`config.mk`:
```
export PLATFORM = sky130hd
export DESIGN_NAME = ldo_pt_controller_flat
export DESIGN_NICKNAME = d
export VERILOG_FILES = /design/src/rtl/ldo_pt_controller_if.sv /design/src/rtl/ldo_pt_controller.sv /design/src/flat_wrapper.sv
export SDC_FILE = /design/constraint.sdc
export NUM_CORES = 1
export LEC_CHECK = 0
export CAP_MARGIN = 25
export CORE_ASPECT_RATIO = 1.4
export CORE_MARGIN = 2
export CORE_UTILIZATION = 45
export DETAILED_ROUTE_END_ITERATION = 10
export GPL_TIMING_DRIVEN = 0
export PLACE_DENSITY_LB_ADDON = 0.05
export SLEW_MARGIN = 20
export SYNTH_ARGS = -nofsm -noshare
export SYNTH_HDL_FRONTEND = slang
export SYNTH_SLANG_ARGS = --single-unit
```
`constraint.sdc`:
```
create_clock -name clk -period 7 [get_ports clk]
set_input_delay 1.05 -clock clk [delete_from_list [all_inputs] [get_ports clk]]
set_output_delay 1.05 -clock clk [all_outputs]
set_load 0.02 [all_outputs]
```
`src/rtl/ldo_pt_controller_if.sv`:
```
// Comparator-side inputs and PT-array-side outputs of the DLDO control loop.
// The master modport drives the loop inputs; the slave modport is the controller.
interface ldo_pt_controller_if #(
    parameter int ARRSZ = 9
);
    logic             en;
    logic [1:0]       mode_sel;
    logic             cmp_in;
    logic             std_ctrl_in;
    logic [ARRSZ-1:0] std_pt_in_cnt;
    logic [ARRSZ-1:0] pt_cnt;
    logic             lock;
    logic             sat;
    logic [1:0]       state;

    modport master (
        output en, mode_sel, cmp_in, std_ctrl_in, std_pt_in_cnt,
        input  pt_cnt, lock, sat, state
    );

    modport slave (
        input  en, mode_sel, cmp_in, std_ctrl_in, std_pt_in_cnt,
        output pt_cnt, lock, sat, state
    );
endinterface

```
`src/rtl/ldo_pt_controller.sv`:
```
// DLDO PT-count loop: soft-start ramp, coarse/fine tracking, limit-cycle lock, test-mode mux.
// Latency: one cycle from sample to pt_cnt; no backpressure, a new sample is taken every cycle.
module ldo_pt_controller #(
    parameter int ARRSZ    = 9,
    parameter int NPT      = 511,
    parameter int SS_DIV   = 4,
    parameter int COARSE_N = 4,
    parameter int STEP_C   = 8,
    parameter int LOCK_N   = 6
) (
    input  logic                 clk,
    input  logic                 reset,
    ldo_pt_controller_if.slave   bus
);
    localparam logic [1:0] S_IDLE   = 2'd0;
    localparam logic [1:0] S_SSTART = 2'd1;
    localparam logic [1:0] S_TRACK  = 2'd2;
    localparam logic [1:0] S_LOCK   = 2'd3;

    localparam int W    = ARRSZ + 1;
    localparam int RUNW = $clog2(COARSE_N + 1) + 1;
    localparam int ALTW = $clog2(LOCK_N + 1);
    localparam int DIVW = (SS_DIV > 1) ? $clog2(SS_DIV) : 1;

    localparam logic [ARRSZ-1:0] NPT_P    = ARRSZ'(NPT);
    localparam logic [ARRSZ-1:0] PT_ONE   = ARRSZ'(1);
    localparam logic [W-1:0]     NPT_W    = W'(NPT);
    localparam logic [W-1:0]     STEP_W   = W'(STEP_C);
    localparam logic [W-1:0]     FINE_W   = W'(1);
    localparam logic [RUNW-1:0]  RUN_ONE  = RUNW'(1);
    localparam logic [RUNW-1:0]  RUN_TWO  = RUNW'(2);
    localparam logic [RUNW-1:0]  RUN_MAX  = '1;
    localparam logic [RUNW-1:0]  COARSE_R = RUNW'(COARSE_N);
    localparam logic [ALTW-1:0]  ALT_ONE  = ALTW'(1);
    localparam logic [ALTW-1:0]  ALT_MAX  = '1;
    localparam logic [ALTW-1:0]  LOCK_A   = ALTW'(LOCK_N);
    localparam logic [DIVW-1:0]  DIV_ONE  = DIVW'(1);
    localparam logic [DIVW-1:0]  DIV_LAST = DIVW'(SS_DIV - 1);

    logic [1:0]       r_state;
    logic [ARRSZ-1:0] r_pt;
    logic             r_lock;
    logic             r_sat;
    logic [RUNW-1:0]  r_run;
    logic [ALTW-1:0]  r_alt;
    logic [DIVW-1:0]  r_div;
    logic             r_prev_d;
    logic [1:0]       r_grp;

    logic [1:0]       w_grp;
    logic             w_d;
    logic             w_same;
    logic             w_abort;
    logic [RUNW-1:0]  w_run_nxt;
    logic [ALTW-1:0]  w_alt_nxt;
    logic [W-1:0]     w_step;
    logic [W-1:0]     w_sum;
    logic [W-1:0]     w_diff;
    logic             w_up_clamp;
    logic             w_dn_clamp;
    logic [ARRSZ-1:0] w_pt_loop;
    logic             w_clamp;
    logic [ARRSZ-1:0] w_pt_direct;

    // 10 and 11 share a group so switching between them does not restart the loop
    assign w_grp  = bus.mode_sel[1] ? 2'd2 : {1'b0, bus.mode_sel[0]};
    assign w_d    = (bus.mode_sel == 2'b01) ? bus.std_ctrl_in : bus.cmp_in;
    assign w_same = (w_d == r_prev_d);
    assign w_abort = (r_state != S_IDLE) && (!bus.en || (w_grp != r_grp));

    assign w_run_nxt = !w_same            ? RUN_ONE :
                       (r_run == RUN_MAX) ? r_run   : r_run + RUN_ONE;
    assign w_alt_nxt = w_same             ? '0      :
                       (r_alt == ALT_MAX) ? r_alt   : r_alt + ALT_ONE;

    // Coarse step uses the run length including the current sample; LOCK is always fine
    assign w_step = ((r_state == S_TRACK) && (w_run_nxt >= COARSE_R)) ? STEP_W : FINE_W;

    assign w_sum      = {1'b0, r_pt} + w_step;
    assign w_diff     = {1'b0, r_pt} - w_step;
    assign w_up_clamp = (w_sum > NPT_W);
    assign w_dn_clamp = w_diff[ARRSZ];
    assign w_clamp    = w_d ? w_up_clamp : w_dn_clamp;
    assign w_pt_loop  = w_d ? (w_up_clamp ? NPT_P : w_sum[ARRSZ-1:0])
                            : (w_dn_clamp ? '0    : w_diff[ARRSZ-1:0]);

    assign w_pt_direct = (bus.std_pt_in_cnt > NPT_P) ? NPT_P : bus.std_pt_in_cnt;

    always_ff @(posedge clk or negedge reset) begin
        if (!reset) begin
            r_state  <= S_IDLE;
            r_pt     <= '0;
            r_lock   <= 1'b0;
            r_sat    <= 1'b0;
            r_run    <= '0;
            r_alt    <= '0;
            r_div    <= '0;
            r_prev_d <= 1'b0;
            r_grp    <= 2'd0;
        end else begin
            r_grp    <= w_grp;
            r_prev_d <= w_d;
            r_sat    <= 1'b0;
            if (bus.mode_sel == 2'b00) begin
                r_state <= S_IDLE;
                r_pt    <= w_pt_direct;
                r_lock  <= 1'b0;
                r_run   <= '0;
                r_alt   <= '0;
                r_div   <= '0;
            end else if (w_abort) begin
                r_state <= S_IDLE;
                r_pt    <= '0;
                r_lock  <= 1'b0;
                r_run   <= '0;
                r_alt   <= '0;
                r_div   <= '0;
            end else begin
                case (r_state)
                    S_IDLE: begin
                        r_pt   <= '0;
                        r_lock <= 1'b0;
                        r_run  <= '0;
                        r_alt  <= '0;
                        r_div  <= '0;
                        if (bus.en) begin
                            r_state <= S_SSTART;
                        end
                    end
                    S_SSTART: begin
                        r_run <= RUN_ONE;
                        r_alt <= '0;
                        if (!w_d || (r_pt == NPT_P)) begin
                            r_state <= S_TRACK;
                        end else if (r_div == DIV_LAST) begin
                            r_pt  <= r_pt + PT_ONE;
                            r_div <= '0;
                        end else begin
                            r_div <= r_div + DIV_ONE;
                        end
                    end
                    S_TRACK: begin
                        r_pt  <= w_pt_loop;
                        r_sat <= w_clamp;
                        r_run <= w_run_nxt;
                        r_alt <= w_alt_nxt;
                        if (w_alt_nxt >= LOCK_A) begin
                            r_state <= S_LOCK;
                            r_lock  <= 1'b1;
                        end
                    end
                    default: begin
                        r_pt  <= w_pt_loop;
                        r_sat <= w_clamp;
                        if (w_same) begin
                            r_state <= S_TRACK;
                            r_lock  <= 1'b0;
                            r_run   <= RUN_TWO;
                            r_alt   <= '0;
                        end else begin
                            r_run <= w_run_nxt;
                            r_alt <= w_alt_nxt;
                        end
                    end
                endcase
            end
        end
    end

    assign bus.pt_cnt = r_pt;
    assign bus.lock   = r_lock;
    assign bus.sat    = r_sat;
    assign bus.state  = r_state;
endmodule

```
`src/flat_wrapper.sv`:
```
// flat-port wrapper written by rule: the top's interface ports become plain ports
module ldo_pt_controller_flat 
#(
    parameter int ARRSZ    = 9,
    parameter int NPT      = 511,
    parameter int SS_DIV   = 4,
    parameter int COARSE_N = 4,
    parameter int STEP_C   = 8,
    parameter int LOCK_N   = 6
)
  (clk, reset, bus_en, bus_mode_sel, bus_cmp_in, bus_std_ctrl_in, bus_std_pt_in_cnt, bus_pt_cnt, bus_lock, bus_sat, bus_state);
  ldo_pt_controller_if #(.ARRSZ(ARRSZ)) bus_i ();
  input  logic clk;
  input  logic reset;
  input wire logic [$bits(bus_i.en)-1:0] bus_en;
  input wire logic [$bits(bus_i.mode_sel)-1:0] bus_mode_sel;
  input wire logic [$bits(bus_i.cmp_in)-1:0] bus_cmp_in;
  input wire logic [$bits(bus_i.std_ctrl_in)-1:0] bus_std_ctrl_in;
  input wire logic [$bits(bus_i.std_pt_in_cnt)-1:0] bus_std_pt_in_cnt;
  output wire logic [$bits(bus_i.pt_cnt)-1:0] bus_pt_cnt;
  output wire logic [$bits(bus_i.lock)-1:0] bus_lock;
  output wire logic [$bits(bus_i.sat)-1:0] bus_sat;
  output wire logic [$bits(bus_i.state)-1:0] bus_state;
  assign bus_i.en = bus_en;
  assign bus_i.mode_sel = bus_mode_sel;
  assign bus_i.cmp_in = bus_cmp_in;
  assign bus_i.std_ctrl_in = bus_std_ctrl_in;
  assign bus_i.std_pt_in_cnt = bus_std_pt_in_cnt;
  assign bus_pt_cnt = bus_i.pt_cnt;
  assign bus_lock = bus_i.lock;
  assign bus_sat = bus_i.sat;
  assign bus_state = bus_i.state;
  ldo_pt_controller #(.ARRSZ(ARRSZ), .NPT(NPT), .SS_DIV(SS_DIV), .COARSE_N(COARSE_N), .STEP_C(STEP_C), .LOCK_N(LOCK_N)) u_core (.clk(clk), .reset(reset), .bus(bus_i));
endmodule
```
# Yosys cells after proc, flatten, opt, wreduce, memory -nomap -nowiden
# Index checks and enable logic that the tools add are counted.
# classes
add_sub_neg,6
reduce_logical,17
n_mux,45
n_lt_le_gt_ge,4
n_eq_ne,15
# op_table
operator,count
2-to-1 mux 9 bit,8
2-to-1 mux 4 bit,6
2-to-1 mux 2 bit,11
case mux 9 bit (2 select lines),1
2-to-1 mux 3 bit,5
case mux 4 bit (3 select lines),1
adder 9 x 10 -> 10 bit,1
greater-than comparator 10 x 9 -> 1 bit (second input constant),1
subtractor 9 x 10 -> 10 bit,1
adder 9 x 1 -> 9 bit (second input constant),1
equality test 9 bit (second input constant),1
greater-than comparator 9 bit (second input constant),1
2-to-1 mux 1 bit,9
inequality test 4 x 1 -> 1 bit (second input constant),2
inequality test 4 x 2 -> 1 bit (second input constant),2
case mux 2 bit (3 select lines),1
case mux 3 bit (2 select lines),1
nonzero test 6 bit,1
nonzero test 5 bit,1
adder 4 x 1 -> 4 bit (second input constant),1
equality test 2 x 1 -> 1 bit (second input constant),2
equality test 2 bit (second input constant),2
equality test 4 bit (second input constant),1
>= comparator 4 x 3 -> 1 bit (second input constant),1
20 further kinds,25
# word_totals
output_inout_bits,13
reg_bits,25
in_bits,16

# Depth between registers and ports, before layout
# Gate-level depths: netlist (run 1).
# logic_depth
depth_word,14
depth_mapped,14

# Worst setup path after synthesis (run 1)
# No wires, ideal clock.
# synth_path
path_type,input port to flip-flop
from,in bus_mode_sel[1]
to,"reg u_core.r_pt[3], in the netlist u_core.bus.pt_cnt[3]"
required_time_ps,6875
n_path_buf,1
path_stages,13
arrival_time_ps,3718
path_slack_ps,3156
path_cell_list,nand2b_2 -> mux2i_4 -> buf_4 -> xnor2_1 -> nor3_1 -> o21ai_1 -> ha_1 -> and4b_4 -> o211ai_2 -> or3b_1 -> o2bb2ai_1 -> a221oi_2 -> nor3_1
# synth_between
elab_chain_cells,14
word_cells_on_any_way,26
cone_classes,add/sub (2); order compare (2); eq/ne (5); mux (10); reduce/logical (7)
# synth_lines
item,line,text
from (decl),flat_wrapper.sv:16,input wire logic [$bits(bus_i.mode_sel)-1:0] bus_mode_sel;
equality test 2 x 1 -> 1 bit,ldo_pt_controller.sv:67,assign w_d = (bus.mode_sel == 2'b01) ? bus.std_ctrl_in : bus.cmp_in;
2-to-1 mux 1 bit,ldo_pt_controller.sv:67,
equality test 1 bit,ldo_pt_controller.sv:68,assign w_same = (w_d == r_prev_d);
2-to-1 mux 4 bit,ldo_pt_controller.sv:71,assign w_run_nxt = !w_same ? RUN_ONE :
>= comparator 4 x 3 -> 1 bit,ldo_pt_controller.sv:77,assign w_step = ((r_state == S_TRACK) && (w_run_nxt >= COARSE_R)) ? STEP_W : FINE_W;
logical AND 1 bit,ldo_pt_controller.sv:77,
2-to-1 mux 4 bit,ldo_pt_controller.sv:77,
adder 9 x 10 -> 10 bit,ldo_pt_controller.sv:79,"assign w_sum = {1'b0, r_pt} + w_step;"
greater-than comparator 10 x 9 -> 1 bit,ldo_pt_controller.sv:81,assign w_up_clamp = (w_sum > NPT_W);
2-to-1 mux 9 bit (2 in a row),ldo_pt_controller.sv:84,assign w_pt_loop = w_d ? (w_up_clamp ? NPT_P : w_sum[ARRSZ-1:0])
case mux 9 bit (2 select lines),ldo_pt_controller.sv:119,case (r_state)
2-to-1 mux 9 bit,ldo_pt_controller.sv:111,end else if (w_abort) begin
2-to-1 mux 9 bit,ldo_pt_controller.sv:104,if (bus.mode_sel == 2'b00) begin
to (signal assigned),ldo_pt_controller.sv:106,r_pt <= w_pt_direct;
to (signal assigned),ldo_pt_controller.sv:136,r_pt <= r_pt + PT_ONE;
to (signal assigned),ldo_pt_controller.sv:143,r_pt <= w_pt_loop;
to (decl),ldo_pt_controller.sv:41,logic [ARRSZ-1:0] r_pt;
# Parallel ways exist; a longest one is shown, timed or not.
# A chain may end at the register's enable or synchronous reset.

# Worst setup path after layout (run 1)
# Ends and elaborated chain as after synthesis.

==> results of run 1 <==
-- power by group --
group          internal [mW]  switching (mW)  total [mW]  leakage (nW)
registers              0.151          0.0111       0.162         0.337
logic                 0.0525          0.0672       0.120         0.652
clock network         0.0409          0.0484      0.0893        0.0228
-- logic make-up after synthesis --
group	synth area share, %
AND/OR/NAND/NOR	25.6
AO/OA/AOI/OAI	25.4
flip-flops	30.8
buffers and inverters	4.44
XOR/XNOR	4.75
adder cells (fa/ha/maj)	6.79
multiplexers	2.22
-- worst reg2reg max path, delay by kind of cell, from the launching register on --
family                     cells  cell delay (ps)
adders and majority gates      1              460
buffers and inverters          2              580
DFF                            1              350
AOI/OAI and AO/OA              4              900
and+or+nand+nor                4              970
-- stage by stage --
| stage | power (mW) | setup WS, ps |
|---|---|---|
| 6_report | 0.371 | 2430 |
| 5_1_grt | 0.393 | 2140 |
| 2_1_floorplan | 0.240 | 3160 |
| 3_3_place_gp | 0.283 | 2170 |
| 3_5_place_dp | 0.284 | 2160 |
| 4_1_cts | 0.373 | 2450 |
-- flip-flops by register name, summed over array words and instances (netlist names) --
signal,count
u_core.r_div,2
u_core.r_run,4
u_core.r_alt,3
u_core.bus.lock,1
u_core.bus.pt_cnt,9
u_core.bus.sat,1
u_core.bus.state,2
u_core.r_grp,2
u_core.r_prev_d,1
-- layer usage --
layer / global-route usage, % / up-vias / share of wire (%)
met1: 29.2 / 925 / 43
li1: - / 967 / -
met5: 0 / - / 0
met2: 38.9 / 49 / 51
met3: 2.49 / 14 / 2.9
met4: 12.3 / 0 / 3.4
-- area by class of cell --
cell class                      instances  area, µm²  share of cell area [%]
Sequential cell                        25        626                    25.8
Buffer                                 10       52.6                    2.17
Inverter                               10       37.5                    1.55
Clock buffer                            4       45.0                    1.86
Tap cell                               60       75.1                    3.10
Multi-Input combinational cell        200       1310                    54.2
Timing Repair Buffer                   28        275                    11.4
-- cells in the final DEF, fill, tap and decap left out, types with 4 or more instances in the layout --
| cell type | instances |
|---|---|
| nor2_1 | 31 |
| clkdlybuf4s50_1 | 27 |
| dfrtp_1 | 25 |
| nand2_1 | 23 |
| a21oi_1 | 16 |
| nor3_1 | 11 |
| nand3_1 | 11 |
| ha_1 | 11 |
| o21ai_1 | 10 |
| inv_1 | 9 |
| xnor2_1 | 8 |
| o21ai_0 | 8 |
| clkbuf_1 | 6 |
| buf_2 | 4 |
| nand4_1 | 4 |
-- final timing paths --
path / cells after the start / slack, ps / to
hold reg to reg: 2 / 500 / u_core.r_div[1]
hold / removal: 2 / 500 / u_core.r_div[1]
max in group asynchronous: 1 / 5860 / u_core.bus.sat
setup / recovery: 14 / 2430 / u_core.bus.pt_cnt[3]
setup reg to reg: 11 / 3640 / u_core.bus.pt_cnt[3]
min in group asynchronous: 1 / 760 / u_core.r_grp[1]
==> results.cfg, run 1 <==
[status]
status = finished, final reports clean

[final_layout]
syn_to_final_growth_pct = 19.5
postLayoutCellArea_um2 = 2420
n_fill_cell = 417
layout.nets = 305
post-route-util_pct = 56.7
num_antenna_cells = 0
layout-drive-gt1-share_pct = 9.75
final_cells = 337

[setup_path]
critPathTopFamily = simple AND/OR/NAND/NOR gates
required_ps = 7170
cp-start-kind = input port
path_class = input port to flip-flop
slowest_delay_ps = 520
crit_chain = clkdlybuf4s50_1, nand2b_2, mux2i_4, buf_4, xnor2_1, nor3_1, o21ai_1, ha_1, and4b_4, o211ai_2, or3b_1, o2bb2ai_1, a221oi_2, nor3_1
cp_slowest_cell = clkdlybuf4s50_1
cp.arrival_ps = 4740
crit_buf_inv = 2
worst_path_most_repeated_cell = nor3_1
worstReg2RegStart = u_core.bus.state[1]
path_max_fanout = 10
worstSetupEndpointType = flip-flop
startpoint = bus_mode_sel[1]

[clock_tree]
numCtsBuffers = 3
cts_resized = 0
ctsHtreeMaxLevel = 1
cts_setup_buffers = 0
cts_root_buf = clkbuf_8
clk_pin_slew_ps = 90
cts_tree = done
cts_buffer_depth = 2
clock_latency_ps = 280
clock_sinks = 25
ctsHoldBuffers = 0

[synthesis]
synthDistinctLibCells = 63
ys_ff_latch = 25
netlist_top_cells_area = dfrtp_1 31%, ha_1 6.8%, nor2_1 5.7%
ys_async_sr_fraction_pct = 100
synth-edff-count = 0
synth_top_flop_cell = dfrtp_1
synth.avg_cell_area_um2 = 8.28
synth_top_area_share_pct = 30.8
ys_seq_area_share_pct = 30.8
syn_inst = 245
syn-cell-area_um2 = 2030
syn_nets = 272
synth.most_common_cell = nor2_1
netlist_top_cells_count = 31 x nor2_1, 25 x dfrtp_1, 23 x nand2_1
synth_top_area_cell = dfrtp_1
ys_warn_count = 0

[worst_hold_path]
holdCritStartpoint = u_core.r_div[1]
hold_class = flip-flop to flip-flop

[sta]
finalHoldViolCount = 0
skew_ps = 2.86
period_share_pct = 65.3
final_max_slew_viol_count = 0
max-slew-margin-rel_pct = 60.8
setup_viol = 0
fin_crit_ps = 4570
tns_ps = 0
rsz0062_at_grt = no
fmax_mhz = 219
worstMarginPinSlew_ps = 588
holdWs_ps = 501

[die]
rows = 28
start_util_pct = 47.5
ios = 29
core-area_um2 = 4270
die_area_um2 = 5070
die_h_um = 83.4
die_w_um = 60.7

[pwr]
vdd_drop_max_uv = 74.6
power_density_nw_per_um2 = 153
p_leak_nw = 1.01

[route]
dr.first_iter.drc_count = 90
drc = 0
dr.pass1.iters = 4
avgRoutedWirePerCell_um = 16.4
vias_per_cell = 5.80
drt_wl_total_um = 5530
vias = 1955
drtAntennaViolNets = 0

[flow_run]
drv_cap = 0

[global_route]
grt_pass1_vias = 1872
grt_pass1_wl_um = 9100
gr-total-overflow = 0
grt_usage_pct = 23.6
grt_max_degree = 26
antenna_found_initial = 0

[placement]
globalplace.congestion = 0.904
dp_cells = 333
dpl-instance-area_um2 = 2380
io_buffers = 28
dp_hpwl_um = 4160
Note: power is estimated with default switching activity, not from simulation.
==> run 2: changes to the inputs <==
==> constraint.sdc (replaced) <==
create_clock -name clk -period 4.32 [get_ports clk]
set_input_delay 0.648 -clock clk [delete_from_list [all_inputs] [get_ports clk]]
set_output_delay 0.648 -clock clk [all_outputs]
set_load 0.02 [all_outputs]
==> results.cfg, run 2 (synthesis gave the netlist of run 1 again) <==
[status]
status = finished, final reports clean

[pwr]
netSwitchingFraction_pct = 34.1
comb_power_share_pct = 32.4
p_switching_uw = 205
pwr-share-seq_pct = 43.6
vdd_drop_max_uv = 121
power_density_nw_per_um2 = 247
p_leak_nw = 1.01
p_int_uw = 396
clkPwrFrac_pct = 23.9

[final_layout]
num_antenna_cells = 0
layout.nets = 305
n_fill_cell = 416
layout_commonest_cell = nor2_1
layout-drive-gt1-share_pct = 10.8
postLayoutCellArea_um2 = 2430
largest_register_ffs = 9
syn_to_final_growth_pct = 20.0
mostFrequentLayoutCells = 31 x nor2_1, 27 x clkdlybuf4s50_1, 25 x dfrtp_1, 23 x nand2_1, 16 x a21oi_1

[flow_run]
drv_cap = 0

[setup_path]
required_ps = 4490
path_class = input port to flip-flop
crit_chain = clkdlybuf4s50_1, nand2b_2, mux2i_4, buf_4, xnor2_1, nor3_2, o21ai_2, ha_2, and4b_4, o211ai_2, or3b_1, o2bb2ai_1, a221oi_2, nor3_1
r2r_end = u_core.bus.pt_cnt[3]
path_max_fanout = 10
worst-r2r-setup-slack_ps = 1090
worstReg2RegStart = u_core.bus.state[1]
startpoint = bus_mode_sel[1]
r2r.worst_path.cells = 11
crit_buf_inv = 2
slowest_delay_ps = 520
worstSetupEndpointType = flip-flop
cp-start-kind = input port
critPathTopFamily = simple AND/OR/NAND/NOR gates
cp.arrival_ps = 4200
cp_slowest_cell = clkdlybuf4s50_1

[global_route]
antenna_found_initial = 0
grt_pass1_vias = 1872
gr-total-overflow = 0
grt_max_degree = 26
grt_pass1_wl_um = 9100
grt_usage_pct = 23.6

[route]
drc = 0
drt_wl_total_um = 5540
dr.pass1.iters = 4
vias = 1959
avgRoutedWirePerCell_um = 16.4
drtAntennaViolNets = 0
vias_per_cell = 5.81
dr.first_iter.drc_count = 85

[sta]
fin_crit_ps = 4030
skew_ps = 1.25
worstMarginPinSlew_ps = 620
fmax_mhz = 248
tns_ps = 0
max-slew-margin-rel_pct = 58.7
setup_viol = 0
rsz0062_at_grt = no
finalHoldViolCount = 0
final_max_slew_viol_count = 0
period_share_pct = 93.4

[placement]
globalplace.congestion = 0.904
dpl-instance-area_um2 = 2380
dp_hpwl_um = 4160
io_buffers = 28

[clock_tree]
cts_root_buf = clkbuf_8
clock_latency_ps = 280
clk_pin_slew_ps = 90
numCtsBuffers = 3
ctsHtreeMaxLevel = 1
cts_tree = done
cts_buffer_depth = 2
clock_sinks = 25
ctsHoldBuffers = 0

[die]
rows = 28
core-area_um2 = 4270
die_area_um2 = 5070
die_h_um = 83.4
ios = 29
die_w_um = 60.7
start_util_pct = 47.5

[worst_hold_path]
hold_class = input port to asynchronous set/reset pin
==> run 2: cell counts in the layout (fill, tap and decap cells not counted) <==
No cell type changed its count.
==> run 2: worst max-delay path by stage <==
| stage | end | cells after the start |
|---|---|---|
| after floorplan | u_core.bus.pt_cnt[3] | 13 |
| after global placement | u_core.bus.pt_cnt[3] | 14 |
| after detailed placement | u_core.bus.pt_cnt[3] | 14 |
| after CTS | u_core.bus.pt_cnt[3] | 14 |
| after global routing | u_core.bus.pt_cnt[3] | 14 |
| final | u_core.bus.pt_cnt[3] | 14 |
==> run 2: per-stage QoR <==
step | instances | power, mW | hold slack (ps) | setup slack [ps] | utilization [%]
finish | 337 | 0.602 | 358 | 285 | 57.0
global route | 337 | 0.639 | 403 | 75.9 | 57.0
CTS | 337 | 0.604 | 378 | 172 | 56.7
detailed placement | 333 | 0.459 | 479 | -113 | 55.6
global placement | 333 | 0.459 | 466 | -108 | 55.8
floorplan | 245 | 0.389 | 352 | 878 | -
==> run 2: worst register-to-register path, stage by stage (launching register included) <==
cell and delay (ps):
dfrtp_1 350, clkbuf_1 340, inv_1 250, nor3_2 260
o21ai_2 130, ha_2 420, and4b_4 240, o211ai_2 290
or3b_1 380, o2bb2ai_1 160, a221oi_2 240, nor3_1 80
==> run 2: routing by layer <==
layer | up-vias | share of wire, % | track usage [%]
li1 | 967 | - | -
met1 | 926 | 42 | 29.2
met2 | 49 | 51 | 38.9
met3 | 17 | 3.0 | 2.49
met4 | 0 | 3.5 | 12.3
met5 | - | 0 | 0
==> run 2: layout make-up <==
type                       instances  area (µm²)  share of cell area (%)
multi-input combinational        200        1320                    54.4
sequential                        25         626                    25.7
timing repair buffer              28         275                    11.3
tap                               60        75.1                    3.08
buffer                            10        52.6                    2.16
clock buffer                       4        45.0                    1.85
inverter                          10        37.5                    1.54
==> run 2: timing repair <==
action	in CTS	in global routing
gates resized for setup	0	3
setup buffers	0	0
setup endpoints to repair	0	3
==> run 2: power by group through the flow <==
stage,combinational [mW],sequential [mW],clock [mW]
after floorplan,0.116,0.273,0
after global placement,0.193,0.266,0
after detailed placement,0.193,0.267,0
after CTS,0.193,0.262,0.148
after global routing,0.216,0.265,0.157
final,0.195,0.263,0.144
